[config.mk]
export PLATFORM = sky130hd
export DESIGN_NAME = mc_control_fsm_flat
export DESIGN_NICKNAME = d
export VERILOG_FILES = /design/src/rtl/mc_control_fsm_pkg.sv /design/src/rtl/mc_control_fsm_if.sv /design/src/rtl/mc_control_fsm_decode.sv /design/src/rtl/mc_control_fsm.sv /design/src/flat_wrapper.sv
export SDC_FILE = /design/constraint.sdc
export NUM_CORES = 1
export LEC_CHECK = 0
export ABC_AREA = 0
export CORE_MARGIN = 2
export CORE_UTILIZATION = 50
export DETAILED_ROUTE_END_ITERATION = 16
export GPL_TIMING_DRIVEN = 0
export HOLD_SLACK_MARGIN = 0.03
export PLACE_DENSITY = 0.8
export SLEW_MARGIN = 20
export SYNTH_ARGS = -nofsm -noshare
export SYNTH_HDL_FRONTEND = slang
export SYNTH_SLANG_ARGS = --single-unit
export TNS_END_PERCENT = 10
[constraint.sdc]
create_clock -name clk -period 2.6 [get_ports clk]
set_input_delay 0.52 -clock clk [delete_from_list [all_inputs] [get_ports clk]]
set_output_delay 0.52 -clock clk [all_outputs]
set_load 0.02 [all_outputs]
[src/rtl/mc_control_fsm_pkg.sv]
// Shared encodings for the multi-cycle MIPS32 control unit: state codes, ISA fields,
// control-word layout and ALU operation codes.
package mc_control_fsm_pkg;

  typedef enum logic [2:0] {
    ST_FETCH    = 3'd0,
    ST_DECODE   = 3'd1,
    ST_EXEC     = 3'd2,
    ST_MEM      = 3'd3,
    ST_WB       = 3'd4,
    ST_MDU_WAIT = 3'd5
  } state_t;

  localparam logic [5:0] OP_RTYPE = 6'h00, OP_REGIMM = 6'h01, OP_J     = 6'h02, OP_JAL   = 6'h03;
  localparam logic [5:0] OP_BEQ   = 6'h04, OP_BNE    = 6'h05, OP_BLEZ  = 6'h06, OP_BGTZ  = 6'h07;
  localparam logic [5:0] OP_ADDI  = 6'h08, OP_ADDIU  = 6'h09, OP_SLTI  = 6'h0A, OP_SLTIU = 6'h0B;
  localparam logic [5:0] OP_ANDI  = 6'h0C, OP_ORI    = 6'h0D, OP_XORI  = 6'h0E, OP_LUI   = 6'h0F;
  localparam logic [5:0] OP_LB    = 6'h20, OP_LH     = 6'h21, OP_LW    = 6'h23, OP_LBU   = 6'h24;
  localparam logic [5:0] OP_LHU   = 6'h25, OP_SB     = 6'h28, OP_SH    = 6'h29, OP_SW    = 6'h2B;

  localparam logic [5:0] FN_SLL  = 6'h00, FN_SRL   = 6'h02, FN_SRA  = 6'h03, FN_JR    = 6'h08;
  localparam logic [5:0] FN_JALR = 6'h09, FN_MFHI  = 6'h10, FN_MFLO = 6'h12, FN_MULT  = 6'h18;
  localparam logic [5:0] FN_MULTU = 6'h19, FN_DIV  = 6'h1A, FN_DIVU = 6'h1B, FN_ADD   = 6'h20;
  localparam logic [5:0] FN_ADDU = 6'h21, FN_SUB   = 6'h22, FN_SUBU = 6'h23, FN_AND   = 6'h24;
  localparam logic [5:0] FN_OR   = 6'h25, FN_XOR   = 6'h26, FN_NOR  = 6'h27, FN_SLT   = 6'h2A;
  localparam logic [5:0] FN_SLTU = 6'h2B;

  localparam logic [4:0] RT_BLTZ = 5'd0, RT_BGEZ = 5'd1;

  localparam logic [1:0] CTRL_DST_RT = 2'd0, CTRL_DST_RD = 2'd1, CTRL_DST_RA = 2'd2;
  localparam logic [1:0] CTRL_JMP_NONE = 2'd0, CTRL_JMP_IMM = 2'd1, CTRL_JMP_REG = 2'd2;
  localparam logic [2:0] CTRL_BR_NONE = 3'd0, CTRL_BR_BEQ = 3'd1, CTRL_BR_BNE = 3'd2, CTRL_BR_BLEZ = 3'd3;
  localparam logic [2:0] CTRL_BR_BGTZ = 3'd4, CTRL_BR_BLTZ = 3'd5, CTRL_BR_BGEZ = 3'd6;
  localparam logic [1:0] CTRL_DT_WORD = 2'd0, CTRL_DT_HALF = 2'd1, CTRL_DT_BYTE = 2'd2;

  localparam logic [3:0] ALU_ADD  = 4'd0,  ALU_SUB  = 4'd1,  ALU_AND  = 4'd2,  ALU_OR   = 4'd3;
  localparam logic [3:0] ALU_XOR  = 4'd4,  ALU_NOR  = 4'd5,  ALU_SLT  = 4'd6,  ALU_SLTU = 4'd7;
  localparam logic [3:0] ALU_SLL  = 4'd8,  ALU_SRL  = 4'd9,  ALU_SRA  = 4'd10, ALU_LUI  = 4'd11;
  localparam logic [3:0] ALU_MULT = 4'd12, ALU_DIV  = 4'd13, ALU_MFHI = 4'd14, ALU_MFLO = 4'd15;

  // Bit offsets of each field in the packed control word (MSB first).
  localparam int CW_HI_WRITE  = 20;
  localparam int CW_LO_WRITE  = 19;
  localparam int CW_REG_DST   = 17;
  localparam int CW_ALU_SRC   = 16;
  localparam int CW_ALU_OP    = 12;
  localparam int CW_MEM_WRITE = 11;
  localparam int CW_MEM_READ  = 10;
  localparam int CW_MEMTOREG  = 9;
  localparam int CW_REG_WRITE = 8;
  localparam int CW_BRANCH    = 5;
  localparam int CW_JUMP      = 3;
  localparam int CW_SIGN_EXT  = 2;
  localparam int CW_DATA_TYPE = 0;

  // For loads sign_ext selects loaded-data extension; address offsets are always signed.
  typedef struct packed {
    logic       hi_write;
    logic       lo_write;
    logic [1:0] reg_dst;
    logic       alu_src;
    logic [3:0] alu_op;
    logic       mem_write;
    logic       mem_read;
    logic       mem_to_reg;
    logic       reg_write;
    logic [2:0] branch;
    logic [1:0] jump;
    logic       sign_ext;
    logic [1:0] data_type;
  } ctrl_t;

  function automatic logic is_mdu(input ctrl_t c);
    return c.hi_write & c.lo_write;
  endfunction

  function automatic logic [1:0] data_type_of(input logic [1:0] size_bits);
    case (size_bits)
      2'b00:   return CTRL_DT_BYTE;
      2'b01:   return CTRL_DT_HALF;
      default: return CTRL_DT_WORD;
    endcase
  endfunction

endpackage

[src/rtl/mc_control_fsm_if.sv]
// Control-unit bundle: IR fields and memory handshake in, datapath strobes, latched
// control word and trace outputs out. master = control unit, slave = datapath/memory.
interface mc_control_fsm_if #(
  parameter int CW_W      = 21,
  parameter int RET_CNT_W = 32
);
  logic [5:0]           opcode;
  logic [5:0]           funct;
  logic [4:0]           rt;
  logic                 mem_ack;
  logic                 mem_req;
  logic                 mem_we;
  logic                 ir_write;
  logic                 pc_write;
  logic                 pc_write_cond;
  logic                 reg_write;
  logic                 mdu_start;
  logic [CW_W-1:0]      control_word;
  logic [2:0]           state;
  logic                 illegal;
  logic [RET_CNT_W-1:0] retired;

  modport master (
    input  opcode, funct, rt, mem_ack,
    output mem_req, mem_we, ir_write, pc_write, pc_write_cond, reg_write,
           mdu_start, control_word, state, illegal, retired
  );

  modport slave (
    output opcode, funct, rt, mem_ack,
    input  mem_req, mem_we, ir_write, pc_write, pc_write_cond, reg_write,
           mdu_start, control_word, state, illegal, retired
  );
endinterface

[src/rtl/mc_control_fsm_decode.sv]
// Combinational MIPS32 decoder: opcode/funct/rt to control word plus illegal flag.
// Zero latency; no handshake. Undefined encodings yield an all-zero word.
module mc_decode
  import mc_control_fsm_pkg::*;
(
  input  logic [5:0] opcode,
  input  logic [5:0] funct,
  input  logic [4:0] rt,
  output ctrl_t      cw,
  output logic       illegal
);

  ctrl_t c;
  logic  bad;

  always_comb begin
    c   = '0;
    bad = 1'b0;
    case (opcode)
      OP_RTYPE: begin
        c.reg_dst   = CTRL_DST_RD;
        c.reg_write = 1'b1;
        case (funct)
          FN_SLL:          c.alu_op = ALU_SLL;
          FN_SRL:          c.alu_op = ALU_SRL;
          FN_SRA:          c.alu_op = ALU_SRA;
          FN_JR: begin
            c.reg_write = 1'b0;
            c.jump      = CTRL_JMP_REG;
          end
          FN_JALR:         c.jump   = CTRL_JMP_REG;
          FN_MFHI:         c.alu_op = ALU_MFHI;
          FN_MFLO:         c.alu_op = ALU_MFLO;
          FN_MULT, FN_MULTU, FN_DIV, FN_DIVU: begin
            c.reg_write = 1'b0;
            c.hi_write  = 1'b1;
            c.lo_write  = 1'b1;
            c.alu_op    = funct[1] ? ALU_DIV : ALU_MULT;
            c.sign_ext  = ~funct[0];   // odd funct = unsigned variant
          end
          FN_ADD, FN_ADDU: c.alu_op = ALU_ADD;
          FN_SUB, FN_SUBU: c.alu_op = ALU_SUB;
          FN_AND:          c.alu_op = ALU_AND;
          FN_OR:           c.alu_op = ALU_OR;
          FN_XOR:          c.alu_op = ALU_XOR;
          FN_NOR:          c.alu_op = ALU_NOR;
          FN_SLT:          c.alu_op = ALU_SLT;
          FN_SLTU:         c.alu_op = ALU_SLTU;
          default:         bad      = 1'b1;
        endcase
      end
      OP_REGIMM: begin
        c.alu_op   = ALU_SUB;
        c.sign_ext = 1'b1;
        case (rt)
          RT_BLTZ: c.branch = CTRL_BR_BLTZ;
          RT_BGEZ: c.branch = CTRL_BR_BGEZ;
          default: bad      = 1'b1;
        endcase
      end
      OP_J:   c.jump = CTRL_JMP_IMM;
      OP_JAL: begin
        c.jump      = CTRL_JMP_IMM;
        c.reg_dst   = CTRL_DST_RA;
        c.reg_write = 1'b1;
      end
      OP_BEQ, OP_BNE, OP_BLEZ, OP_BGTZ: begin
        c.alu_op   = ALU_SUB;
        c.sign_ext = 1'b1;
        c.branch   = {1'b0, opcode[1:0]} + CTRL_BR_BEQ;
      end
      OP_ADDI, OP_ADDIU, OP_SLTI, OP_SLTIU, OP_ANDI, OP_ORI, OP_XORI, OP_LUI: begin
        c.alu_src   = 1'b1;
        c.reg_write = 1'b1;
        c.sign_ext  = ~opcode[2];
        case (opcode[2:0])
          3'd0, 3'd1: c.alu_op = ALU_ADD;
          3'd2:       c.alu_op = ALU_SLT;
          3'd3:       c.alu_op = ALU_SLTU;
          3'd4:       c.alu_op = ALU_AND;
          3'd5:       c.alu_op = ALU_OR;
          3'd6:       c.alu_op = ALU_XOR;
          default:    c.alu_op = ALU_LUI;
        endcase
      end
      OP_LB, OP_LH, OP_LW, OP_LBU, OP_LHU: begin
        c.alu_src    = 1'b1;
        c.mem_read   = 1'b1;
        c.mem_to_reg = 1'b1;
        c.reg_write  = 1'b1;
        c.sign_ext   = ~opcode[2];
        c.data_type  = data_type_of(opcode[1:0]);
      end
      OP_SB, OP_SH, OP_SW: begin
        c.alu_src   = 1'b1;
        c.mem_write = 1'b1;
        c.sign_ext  = 1'b1;
        c.data_type = data_type_of(opcode[1:0]);
      end
      default: bad = 1'b1;
    endcase
    if (bad) c = '0;
  end

  assign cw      = c;
  assign illegal = bad;

endmodule

[src/rtl/mc_control_fsm.sv]
// Multi-cycle MIPS32 control FSM: decodes once, latches the control word, steps FETCH..WB.
// 2-5 cycles per instruction (3+LAT for MDU); stalls in FETCH/MEM until mem_ack.
module mc_control_fsm
  import mc_control_fsm_pkg::*;
#(
  parameter int CW_W      = 21,
  parameter int MUL_LAT   = 4,
  parameter int DIV_LAT   = 32,
  parameter int RET_CNT_W = 32
) (
  input  logic             clk,
  input  logic             rst_n,
  mc_control_fsm_if.master bus
);

  localparam int MAX_LAT   = (MUL_LAT > DIV_LAT) ? MUL_LAT : DIV_LAT;
  localparam int MDU_CNT_W = $clog2(MAX_LAT + 1);

  state_t                 state_q, state_d;
  logic [CW_W-1:0]        cw_q;
  ctrl_t                  cur_cw, dec_cw;
  logic                   dec_illegal;
  logic [MDU_CNT_W-1:0]   mdu_cnt_q, mdu_cnt_d;
  logic [RET_CNT_W-1:0]   retired_q;
  logic                   retire;
  logic mem_req, mem_we, ir_write, pc_write, pc_write_cond, reg_write, mdu_start, illegal;

  mc_decode u_decode (
    .opcode  (bus.opcode),
    .funct   (bus.funct),
    .rt      (bus.rt),
    .cw      (dec_cw),
    .illegal (dec_illegal)
  );

  assign cur_cw = ctrl_t'(cw_q);

  always_comb begin
    state_d       = state_q;
    mdu_cnt_d     = mdu_cnt_q;
    mem_req       = 1'b0;
    mem_we        = 1'b0;
    ir_write      = 1'b0;
    pc_write      = 1'b0;
    pc_write_cond = 1'b0;
    reg_write     = 1'b0;
    mdu_start     = 1'b0;
    illegal       = 1'b0;
    case (state_q)
      ST_FETCH: begin
        mem_req = 1'b1;
        if (bus.mem_ack) begin
          ir_write = 1'b1;
          pc_write = 1'b1;
          state_d  = ST_DECODE;
        end
      end
      // The word is only latched on exit, so this state steers from the live decode.
      ST_DECODE: begin
        if (dec_illegal) begin
          illegal = 1'b1;
          state_d = ST_FETCH;
        end else if (dec_cw.jump != CTRL_JMP_NONE) begin
          pc_write = 1'b1;
          state_d  = dec_cw.reg_write ? ST_WB : ST_FETCH;
        end else begin
          state_d = ST_EXEC;
        end
      end
      ST_EXEC: begin
        if (cur_cw.branch != CTRL_BR_NONE) begin
          pc_write_cond = 1'b1;
          state_d       = ST_FETCH;
        end else if (is_mdu(cur_cw)) begin
          mdu_start = 1'b1;
          mdu_cnt_d = (cur_cw.alu_op == ALU_DIV) ? MDU_CNT_W'(DIV_LAT) : MDU_CNT_W'(MUL_LAT);
          state_d   = ST_MDU_WAIT;
        end else if (cur_cw.mem_read || cur_cw.mem_write) begin
          state_d = ST_MEM;
        end else begin
          state_d = ST_WB;
        end
      end
      ST_MDU_WAIT: begin
        mdu_cnt_d = mdu_cnt_q - MDU_CNT_W'(1);
        if (mdu_cnt_q <= MDU_CNT_W'(1)) state_d = ST_FETCH;
      end
      ST_MEM: begin
        mem_req = 1'b1;
        mem_we  = cur_cw.mem_write;
        if (bus.mem_ack) state_d = cur_cw.mem_read ? ST_WB : ST_FETCH;
      end
      ST_WB: begin
        reg_write = 1'b1;
        state_d   = ST_FETCH;
      end
      default: state_d = ST_FETCH;
    endcase
    retire = (state_d == ST_FETCH) && (state_q != ST_FETCH) && (state_q <= ST_MDU_WAIT);
  end

  always_ff @(posedge clk or negedge rst_n) begin
    if (!rst_n) begin
      state_q   <= ST_FETCH;
      cw_q      <= '0;
      mdu_cnt_q <= '0;
      retired_q <= '0;
    end else begin
      state_q   <= state_d;
      mdu_cnt_q <= mdu_cnt_d;
      if (state_q == ST_DECODE) cw_q <= dec_cw;
      if (retire) retired_q <= retired_q + RET_CNT_W'(1);
    end
  end

  // Strobes are forced low for the whole time reset is held.
  assign bus.mem_req       = mem_req & rst_n;
  assign bus.mem_we        = mem_we & rst_n;
  assign bus.ir_write      = ir_write & rst_n;
  assign bus.pc_write      = pc_write & rst_n;
  assign bus.pc_write_cond = pc_write_cond & rst_n;
  assign bus.reg_write     = reg_write & rst_n;
  assign bus.mdu_start     = mdu_start & rst_n;
  assign bus.illegal       = illegal & rst_n;
  assign bus.control_word  = cw_q;
  assign bus.state         = state_q;
  assign bus.retired       = retired_q;

endmodule

[src/flat_wrapper.sv]
// flat-port wrapper written by rule: the top's interface ports become plain ports
module mc_control_fsm_flat import mc_control_fsm_pkg::*;
#(
  parameter int CW_W      = 21,
  parameter int MUL_LAT   = 4,
  parameter int DIV_LAT   = 32,
  parameter int RET_CNT_W = 32
)
  (clk, rst_n, bus_opcode, bus_funct, bus_rt, bus_mem_ack, bus_mem_req, bus_mem_we, bus_ir_write, bus_pc_write, bus_pc_write_cond, bus_reg_write, bus_mdu_start, bus_control_word, bus_state, bus_illegal, bus_retired);
  mc_control_fsm_if #(.CW_W(CW_W), .RET_CNT_W(RET_CNT_W)) bus_i ();
  input  logic clk;
  input  logic rst_n;
  input wire logic [$bits(bus_i.opcode)-1:0] bus_opcode;
  input wire logic [$bits(bus_i.funct)-1:0] bus_funct;
  input wire logic [$bits(bus_i.rt)-1:0] bus_rt;
  input wire logic [$bits(bus_i.mem_ack)-1:0] bus_mem_ack;
  output wire logic [$bits(bus_i.mem_req)-1:0] bus_mem_req;
  output wire logic [$bits(bus_i.mem_we)-1:0] bus_mem_we;
  output wire logic [$bits(bus_i.ir_write)-1:0] bus_ir_write;
  output wire logic [$bits(bus_i.pc_write)-1:0] bus_pc_write;
  output wire logic [$bits(bus_i.pc_write_cond)-1:0] bus_pc_write_cond;
  output wire logic [$bits(bus_i.reg_write)-1:0] bus_reg_write;
  output wire logic [$bits(bus_i.mdu_start)-1:0] bus_mdu_start;
  output wire logic [$bits(bus_i.control_word)-1:0] bus_control_word;
  output wire logic [$bits(bus_i.state)-1:0] bus_state;
  output wire logic [$bits(bus_i.illegal)-1:0] bus_illegal;
  output wire logic [$bits(bus_i.retired)-1:0] bus_retired;
  assign bus_i.opcode = bus_opcode;
  assign bus_i.funct = bus_funct;
  assign bus_i.rt = bus_rt;
  assign bus_i.mem_ack = bus_mem_ack;
  assign bus_mem_req = bus_i.mem_req;
  assign bus_mem_we = bus_i.mem_we;
  assign bus_ir_write = bus_i.ir_write;
  assign bus_pc_write = bus_i.pc_write;
  assign bus_pc_write_cond = bus_i.pc_write_cond;
  assign bus_reg_write = bus_i.reg_write;
  assign bus_mdu_start = bus_i.mdu_start;
  assign bus_control_word = bus_i.control_word;
  assign bus_state = bus_i.state;
  assign bus_illegal = bus_i.illegal;
  assign bus_retired = bus_i.retired;
  mc_control_fsm #(.CW_W(CW_W), .MUL_LAT(MUL_LAT), .DIV_LAT(DIV_LAT), .RET_CNT_W(RET_CNT_W)) u_core (.clk(clk), .rst_n(rst_n), .bus(bus_i));
endmodule
==> summary.md, run 1 <==
| Metric | Value |
|---|---|
| EDFF count, synth | `0` |
| Rel. slew slack | `44.6%` |
| WS Path Type | `flop to output port` |
| TritonCTS Buffers | `9` |
| Port bufs | `80` |
| Seq/Total Area, Yosys | `41.2%` |
| Clock sinks | `60` |
| Cell count after placement | `570` |
| Layout cells sized above 1 | `21.5%` |
| Critical Path End Type | `output port` |
| Critical Path AT | `2.07 ns` |
| Seq cells post-synth | `60` |
| Crit-path max cell delay | `0.46 ns` |
| R2r setup slk | `0.17 ns` |
| VDD IR max | `570 uV` |
| Antenna violations before repair | `0` |
| Crit path buf inv count | `2` |
| Htree depth | `3` |
| Clk buf depth | `2` |
| Placed cell areas | `4590 um2` |
| Die H | `89.4 um` |
| Synth Cell Area | `3650 um2` |
| DR vias/cell | `5.74` |
| Dpl ws | `-1.38 ns` |
| Row count | `31` |
| Placed wire-length estimate | `6810 um` |
| Clk pin slew, worst setup/hold paths | `0.07 ns` |
| Clock period minus final worst setup slack | `2.59 ns` |
| First-pass GRT wire length | `15500 um` |
| Die area | `7990 um2` |
| RSZ-0062 raised after global routing | `yes` |
| Via Count | `3458` |
| HP Class | `primary input to asynchronous set/reset pin` |
| Syn Inst Count | `390` |
| Post-synth ARST share | `100%` |
| Initial core utilization | `51.1%` |
| Skew final | `0.00908 ns` |
| Later-pin clock latency in the skew report | `0.34 ns` |
| Final non-filler cell total | `602` |
| Critical path required time | `2.08 ns` |
| Area added between synthesis and finish | `41.1%` |
| Max-cap violations | `0` |
| Syn Nets | `417` |
| Period utilization | `99.5%` |
| Most used DFF post-synth | `dfrtp_1` |
| Crit-path cells | `or3b_4, a31o_4, nor2_4, inv_2, o22ai_2, and2_1, buf_6` |
| Post-CTS Hold Fix Bufs | `0` |
| Fin area | `5150 um2` |
| Initial DRC Count | `273` |
| Post-detailed-route count of antenna-violating nets | `0` |
| Synth cell types | `62` |
| CTS tree | `yes` |
| Fin nets | `526` |
| Gr usage total | `25.3%` |
| Wirelength per Cell | `16.8 um` |
| Least-Margin Pin Slew | `0.825 ns` |
| Number of global-route vias before repair | `3158` |
| Leakage | `0.00233 uW` |
| Yosys warns | `0` |
| Setup slack after layout | `0.0119 ns` |
| Die X | `89.4 um` |
| Core ar. | `7140 um2` |
| TNS Setup | `0 ns` |
| Peak fanout along the critical path | `6` |
| Max Clk Rate | `0.386 GHz` |
| Status | `complete, no violations` |
| Cell family with most CP delay | `simple AND/OR/NAND/NOR gates` |
| Layout Utilization | `72.1%` |
| DRC | `0` |
| WL final | `10100 um` |
| DR pass1 iterations | `5` |
| CP Launch Type | `flop` |
| PD cells | `723 nW/um2` |
| CP max stage cell | `or3b_4` |
| Root buf cell | `clkbuf_8` |
| Congestion Overflow GR | `0` |
| Final setup viols | `0` |
| Final slew viol count | `0` |
| RePlAce Congestion | `0.966` |
| IO Count | `84` |
| Final Hold Fails | `0` |
| N_diodes | `0` |
| Largest net degree at the start of global routing | `37` |
| Average size of a mapped cell | `9.35 um2` |
-- layout by cell type (no fill, tap or decap), drive strengths merged, types with 7 or more instances in the layout --
| cell | n |
|---|---|
| a21oi | 13 |
| nand3 | 19 |
| ha | 7 |
| clkdlybuf4s50 | 60 |
| clkbuf | 18 |
| nor3 | 24 |
| o21ai | 19 |
| nor2 | 34 |
| xor2 | 23 |
| o22ai | 7 |
| buf | 42 |
| inv | 17 |
| nor2b | 7 |
| and3 | 9 |
| a22o | 8 |
| nand2 | 40 |
| dfrtp | 60 |
| xnor2 | 12 |
-- stage by stage --
| stage | power, uW | hold slack, ns |
|---|---|---|
| 4_1_cts | 3580 | 0.0512 |
| 3_3_place_gp | 2510 | 0.458 |
| 3_5_place_dp | 2530 | 0.470 |
| 2_1_floorplan | 2040 | 0.224 |
| 6_report | 3720 | 0.0480 |
| 5_1_grt | 3930 | 0.0632 |
-- worst paths after layout --
check,cells after the start,from,to
hold / removal,1,rst_n,u_core.bus.control_word[12]
setup / recovery,7,u_core.bus.state[1],bus_pc_write
max in group asynchronous,2,rst_n,u_core.bus.control_word[0]
min in group clk,1,u_core.bus.retired[31],u_core.bus.retired[31]
hold reg to reg,1,u_core.bus.retired[31],u_core.bus.retired[31]
setup reg to reg,8,u_core.mdu_cnt_q[2],u_core.bus.retired[14]
-- kinds of logic (layout without fill, tap and decap cells) --
family | count (synthesis) | after routing | share of synthesized area [%]
and+or+nand+nor | 165 | 165 | 24.4
AOI/OAI and AO/OA | 81 | 81 | 17.0
DFF | 60 | 60 | 41.2
buffers and inverters | 38 | 151 | 5.22
xor gates and xnor gates | 35 | 35 | 8.61
adders and majority gates | 7 | 7 | 2.40
muxes | 4 | 4 | 1.17
-- power by group --
part	switching, uW	total, uW	internal (uW)
clock network	367	952	585
logic	831	1540	705
registers	160	1230	1070
total	1360	3720	2360
-- cell type report --
class	instances	area, um2
well taps	99	124
flip-flops and latches	60	1500
plain buffers	19	136
fillers	540	1990
multi-input cells	292	2120
inverters	17	68.8
clock inverters	4	72.6
clock buffers	11	151
repair buffers	100	966
-- what timing repair did --
action | CTS | global route
gates cloned | 1 | 0
setup buffers | 11 | 7
pin swaps | 14 | 12
gates resized for setup | 85 | 27
endpoints found under the setup margin | 44 | 28
-- cell usage after synthesis (7+ instances only) --
master / instances / share of area (%)
a21oi_1: 13 / 1.8
a22o_1: 8 / 1.9
and3_1: 9 / 1.5
dfrtp_1: 60 / 41
ha_1: 7 / 2.4
inv_1: 17 / 1.8
nand2_1: 40 / 4.1
nand3_1: 11 / 1.5
nand3_2: 8 / 2.2
nor2_1: 34 / 3.5
nor2b_1: 7 / 1.2
nor3_1: 23 / 3.2
o21ai_0: 19 / 2.6
o22ai_1: 7 / 1.2
xnor2_1: 11 / 2.6
xor2_1: 23 / 5.5
-- state kept, by name, summed over array words and instances (netlist names) --
signal                   cells
u_core.bus.control_word     19
u_core.bus.retired          32
u_core.bus.state             3
u_core.mdu_cnt_q             6
-- layer usage --
metal  global-route usage (%)  vias to the layer above  wire [um]
met3                     5.63                       18        739
met1                     37.2                     1667       4380
met5                        0                        -          0
met2                     36.4                      165       4780
met4                     9.50                        0        213
li1                         -                     1608          -
Note: power is estimated with default switching activity, not from simulation.
==> run 2: changes to the inputs <==
CAP_MARGIN = 20   (was unset)
CORE_ASPECT_RATIO = 1.1   (was unset)
==> run 2 against run 1 <==
  * The flow now finishes with violations (negative setup slack)
  * Largest power group unchanged
  * Sequential power hardly changed
  * Largest cell class unchanged
  * Worst hold slack lost 0.018 ns
  * Highest routed layer unchanged
  * Global-route usage about the same
  * Final cell count fell by 2.8%
  * Register-to-register slack got worse by 0.05 ns
  * Count of clock-buffer cells in the layout decreased by 2
  * Wire length fell by 1.1%
  * Worst setup slack got worse by 0.034 ns
  * Sequential share of layout area is 0.26 points higher
  * Cell area decreased by 0.88%
  * Utilization increased by 0.28 points
==> summary.md, run 2 (same netlist as run 1, synthesis figures left out) <==
| Metric | Value |
|---|---|
| Initial DRC Count | `255` |
| Gr usage total | `25.3%` |
| Fill cells | `530` |
| DR vias/cell | `5.83` |
| Antenna violations before repair | `0` |
| Area of the multi-input gates | `2150 um2` |
| Die X | `85.4 um` |
| Peak fanout along the critical path | `9` |
| Final slew viol count | `0` |
| Area added between synthesis and finish | `39.9%` |
| Switching Fraction | `39.3%` |
| Placed wire-length estimate | `6770 um` |
| Die H | `93.6 um` |
| Status | `finished, violations left` |
| IO Count | `84` |
| Psw | `1410 uW` |
| N_diodes | `0` |
| Post-CTS Hold Fix Bufs | `0` |
| Sequential share of power | `34.5%` |
| Clock period minus final worst setup slack | `2.62 ns` |
| P_int | `2170 uW` |
| Final Hold Fails | `0` |
| DRC | `0` |
| Initial core utilization | `51.7%` |
| HP Class | `primary input to asynchronous set/reset pin` |
| Root buf cell | `clkbuf_8` |
| Leakage | `0.00232 uW` |
| Skew final | `0.00841 ns` |
| CP Capture Point | `bus_pc_write` |
| Max FFs per register | `32` |
| Clock sinks | `60` |
| Core ar. | `7050 um2` |
| Max-cap violations | `0` |
| Period utilization | `101%` |
| WS Path Type | `flop to output port` |
| TNS Setup | `-0.0218 ns` |
| DR pass1 iterations | `6` |
| Htree depth | `3` |
| Min Hold Slack | `0.0304 ns` |
| Later-pin clock latency in the skew report | `0.35 ns` |
| Cell count after placement | `556` |
| Largest net degree at the start of global routing | `38` |
| Critical Path AT | `2.10 ns` |
| Number of global-route vias before repair | `3217` |
| R2r setup slk | `0.12 ns` |
| Placed cell areas | `4580 um2` |
| Wirelength per Cell | `17.1 um` |
| PD cells | `701 nW/um2` |
| Row count | `32` |
| CP Launch Type | `flop` |
| CP startpoint | `u_core.bus.state[2]` |
| Clk pwr share | `24.3%` |
| WL final | `10000 um` |
| Die area | `7990 um2` |
| VDD IR max | `764 uV` |
| Failing checks | `negative setup slack` |
| Final setup viols | `1` |
| Comb power frac | `41.2%` |
| Critical path required time | `2.08 ns` |
| RR Endpoint | `u_core.bus.retired[14]` |
| First-pass GRT wire length | `15800 um` |
| Fin area | `5100 um2` |
| Fin nets | `522` |
| Max Clk Rate | `0.381 GHz` |
| TritonCTS Buffers | `9` |
| Post-detailed-route count of antenna-violating nets | `0` |
| Clk buf depth | `2` |
| Clk pin slew, worst setup/hold paths | `0.08 ns` |
| Setup slack after layout | `-0.0218 ns` |
| CTS tree | `yes` |
| Dpl ws | `-1.42 ns` |
| Most frequent cells in the layout | `clkdlybuf4s50_1 (59), dfrtp_1 (59), nand2_1 (40), nor2_1 (29), xor2_1 (23)` |
| Reg area | `1500 um2` |
| Least-Margin Pin Slew | `0.789 ns` |
| Port bufs | `80` |
| RePlAce Congestion | `0.869` |
| R2R depth | `8` |
| RSZ-0062 raised after global routing | `yes` |
| Critical Path End Type | `output port` |
| Layout cells sized above 1 | `21.4%` |
| Rel. slew slack | `47.0%` |
| Via Count | `3412` |
| Congestion Overflow GR | `0` |
| R2R Path Start | `u_core.mdu_cnt_q[2]` |
| Final non-filler cell total | `585` |
run 2: worst min path at each step:
stage	start	endpoint	slack, ns	depth (start not counted)
global placement	u_core.bus.retired[31]	u_core.bus.retired[31]	0.46	1
finish	rst_n	u_core.bus.retired[31]	0.03	1
floorplan	rst_n	u_core.bus.control_word[0]	0.22	0
global route	rst_n	u_core.bus.retired[31]	0.05	1
detailed placement	u_core.bus.retired[31]	u_core.bus.retired[31]	0.47	1
CTS	rst_n	u_core.bus.retired[31]	0.04	1
run 2: cell type report:
| class | instances | share of cell area (%) |
|---|---|---|
| clock inverters | 7 | 1.47 |
| flip-flops and latches | 60 | 29.5 |
| repair buffers | 97 | 18.3 |
| plain buffers | 18 | 2.70 |
| well taps | 85 | 2.08 |
| clock buffers | 9 | 2.43 |
| multi-input cells | 292 | 42.2 |
| inverters | 17 | 1.30 |
run 2: power by group through the flow:
stage	Sequential, uW	Combinational (uW)	Clock [uW]
2_1_floorplan	1320	717	0
3_3_place_gp	1240	1280	0
3_5_place_dp	1240	1300	0
4_1_cts	1230	1400	874
5_1_grt	1250	1580	914
6_report	1230	1470	869
run 2: per-stage QoR:
stage          utilization [%]  total power [uW]
2_1_floorplan                -              2040
4_1_cts                   70.4              3500
3_3_place_gp              64.7              2520
3_5_place_dp              64.9              2540
5_1_grt                   72.4              3750
6_report                  72.4              3570
run 2: timing repair:
action,4_1_cts,5_1_grt
setup buffers,10,5
endpoints found under the setup margin,43,30
cloned,1,0
endpoints found under the hold margin,0,0
resized for setup,73,36
pin swaps,16,16
run 2: layer usage:
layer	global-route usage, %	part of all wire [%]	vias to the layer above	routed length, um
met5	0	0	-	0
met4	9.52	1.6	0	161
met3	4.59	5.7	18	570
met2	38.4	48	116	4810
met1	36.0	45	1679	4460
li1	-	-	1599	-
run 2: critical path, stage by stage (launching register included):
cell,delay (ns)
dfrtp_2,0.49
or3b_4,0.43
a31o_4,0.23
nor2_4,0.10
inv_2,0.05
o22ai_2,0.17
and2_4,0.17
buf_6,0.11
==> run 3: changes to the inputs <==
CAP_MARGIN = 5   (was 20)
GPL_ROUTABILITY_DRIVEN = 1   (was unset)
MAX_ROUTING_LAYER = met4   (was unset)
==> run 3 against run 2 <==
  * The run now ends clean
  * Non-clock buffer count grew 3
  * Wire length shrank 2.5%
  * Sequential power is essentially flat
  * Utilization grew 0.30 points
  * Clock power shrank 17%
  * Clock skew is essentially flat
  * Final cell count grew 0.34%
==> summary.md, run 3 (same netlist as run 1, synthesis figures left out) <==
| Metric | Value |
|---|---|
| Htree depth | `3` |
| Power, Total | `3450 uW` |
| Period utilization | `99.5%` |
| Fin area | `5120 um2` |
| Clock sinks | `60` |
| Final setup viols | `0` |
| Most frequent cells in the layout | `clkdlybuf4s50_1 (59), dfrtp_1 (59), nand2_1 (40), nor2_1 (30), xor2_1 (23)` |
| Max-cap violations | `0` |
| Port bufs | `80` |
| DR vias/cell | `5.77` |
| Final Hold Fails | `0` |
| Wirelength per Cell | `16.6 um` |
| Clock period minus final worst setup slack | `2.59 ns` |
| Critical Path End Type | `output port` |
| First-pass GRT wire length | `15500 um` |
| N_diodes | `0` |
| Initial core utilization | `51.7%` |
| Critical path required time | `2.08 ns` |
| TritonCTS Buffers | `9` |
| Congestion Overflow GR | `0` |
| Skew final | `0.00807 ns` |
| Switching Fraction | `39.5%` |
| Antenna violations before repair | `0` |
| Fin nets | `525` |
| Status | `complete, no violations` |
| RSZ-0062 raised after global routing | `yes` |
| PD cells | `673 nW/um2` |
| Comb power frac | `43.4%` |
| HP Class | `primary input to asynchronous set/reset pin` |
| P_int | `2080 uW` |
| DRC | `0` |
| Via Count | `3385` |
| Least-Margin Pin Slew | `0.777 ns` |
| VDD IR max | `645 uV` |
| Placed cell areas | `4580 um2` |
| Cell count after placement | `556` |
| Sequential share of power | `35.8%` |
| Peak fanout along the critical path | `6` |
| Min Hold Slack | `0.0468 ns` |
| WS Path Type | `primary input to output port` |
| Die X | `85.4 um` |
| Later-pin clock latency in the skew report | `0.34 ns` |
| Die H | `93.6 um` |
| CTS tree | `yes` |
| Clk pin slew, worst setup/hold paths | `0.07 ns` |
| CP Launch Type | `primary input` |
| IO Count | `84` |
| Initial DRC Count | `176` |
| RePlAce Congestion | `0.876` |
| Critical Path AT | `2.07 ns` |
| Final non-filler cell total | `587` |
| Max Clk Rate | `0.387 GHz` |
| Post-CTS Hold Fix Bufs | `0` |
| Gr usage total | `25.1%` |
| Post-detailed-route count of antenna-violating nets | `0` |
| R2r setup slk | `0.20 ns` |
| Psw | `1360 uW` |
| Leakage | `0.00233 uW` |
| Placed wire-length estimate | `6830 um` |
| DR pass1 iterations | `5` |
| Core ar. | `7050 um2` |
| Number of global-route vias before repair | `3115` |
| Largest net degree at the start of global routing | `38` |
| Die area | `7990 um2` |
| Row count | `32` |
| WL final | `9760 um` |
| Final slew viol count | `0` |
| Clk pwr share | `20.9%` |
| Clk buf depth | `2` |
| Area added between synthesis and finish | `40.5%` |
| Fill cells | `516` |
| Max FFs per register | `32` |
| Rel. slew slack | `47.8%` |
| Layout cells sized above 1 | `21.9%` |
| Root buf cell | `clkbuf_8` |
## run 3: stage by stage
stage                     TNS (ns)  worst slack (ns)  utilization [%]
after floorplan             -0.287           -0.0961                -
after global placement     -117.13             -2.15             64.7
after detailed placement    -36.69             -1.43             64.9
after CTS                   -0.132           -0.0476             70.3
after global routing       -0.0792           -0.0241             72.7
final                            0            0.0140             72.7
## run 3: power by group through the flow
stage	Combinational (uW)	Clock [uW]	Sequential [uW]
final	1500	719	1230
after global routing	1620	757	1260
after CTS	1420	713	1230
after detailed placement	1310	0	1240
after global placement	1280	0	1230
after floorplan	717	0	1320
## run 3: critical path, stage by stage
cell and delay [ns]:
clkdlybuf4s15_2 0.23, nor4_4 0.58, a31o_4 0.27, nor2_4 0.04
inv_2 0.06, o22ai_2 0.09, and2_4 0.15, buf_6 0.12
## run 3: routing by layer
layer	vias up	global-route usage [%]	wire, um
met1	1657	34.5	4420
met5	-	-	0
met2	102	38.3	4720
li1	1611	-	-
met4	0	6.75	121
met3	15	4.85	488
## run 3: repair_timing
item / in CTS / in global routing
setup endpoints to repair: 43 / 30
resized for setup: 83 / 34
cloned: 1 / 0
setup buffers: 11 / 6
pin swaps: 14 / 16
## run 3: final timing paths
| check | cells after the start | start | to |
|---|---|---|---|
| max | 8 | bus_opcode[2] | bus_pc_write |
| min | 1 | rst_n | u_core.bus.retired[31] |
| max reg2reg | 10 | u_core.bus.state[0] | u_core.bus.retired[14] |
| min reg2reg | 1 | u_core.bus.retired[31] | u_core.bus.retired[31] |
| max in group asynchronous | 2 | rst_n | u_core.bus.control_word[6] |
| min in group clk | 1 | u_core.bus.retired[31] | u_core.bus.retired[31] |
## run 3: cell type report
cell class	count	area, um2	area share [%]
plain buffers	19	138	2.69
clock inverters	5	30.0	0.586
multi-input cells	292	2160	42.1
repair buffers	99	990	19.3
well taps	85	106	2.08
clock buffers	10	128	2.49
inverters	17	71.3	1.39
flip-flops and latches	60	1500	29.3
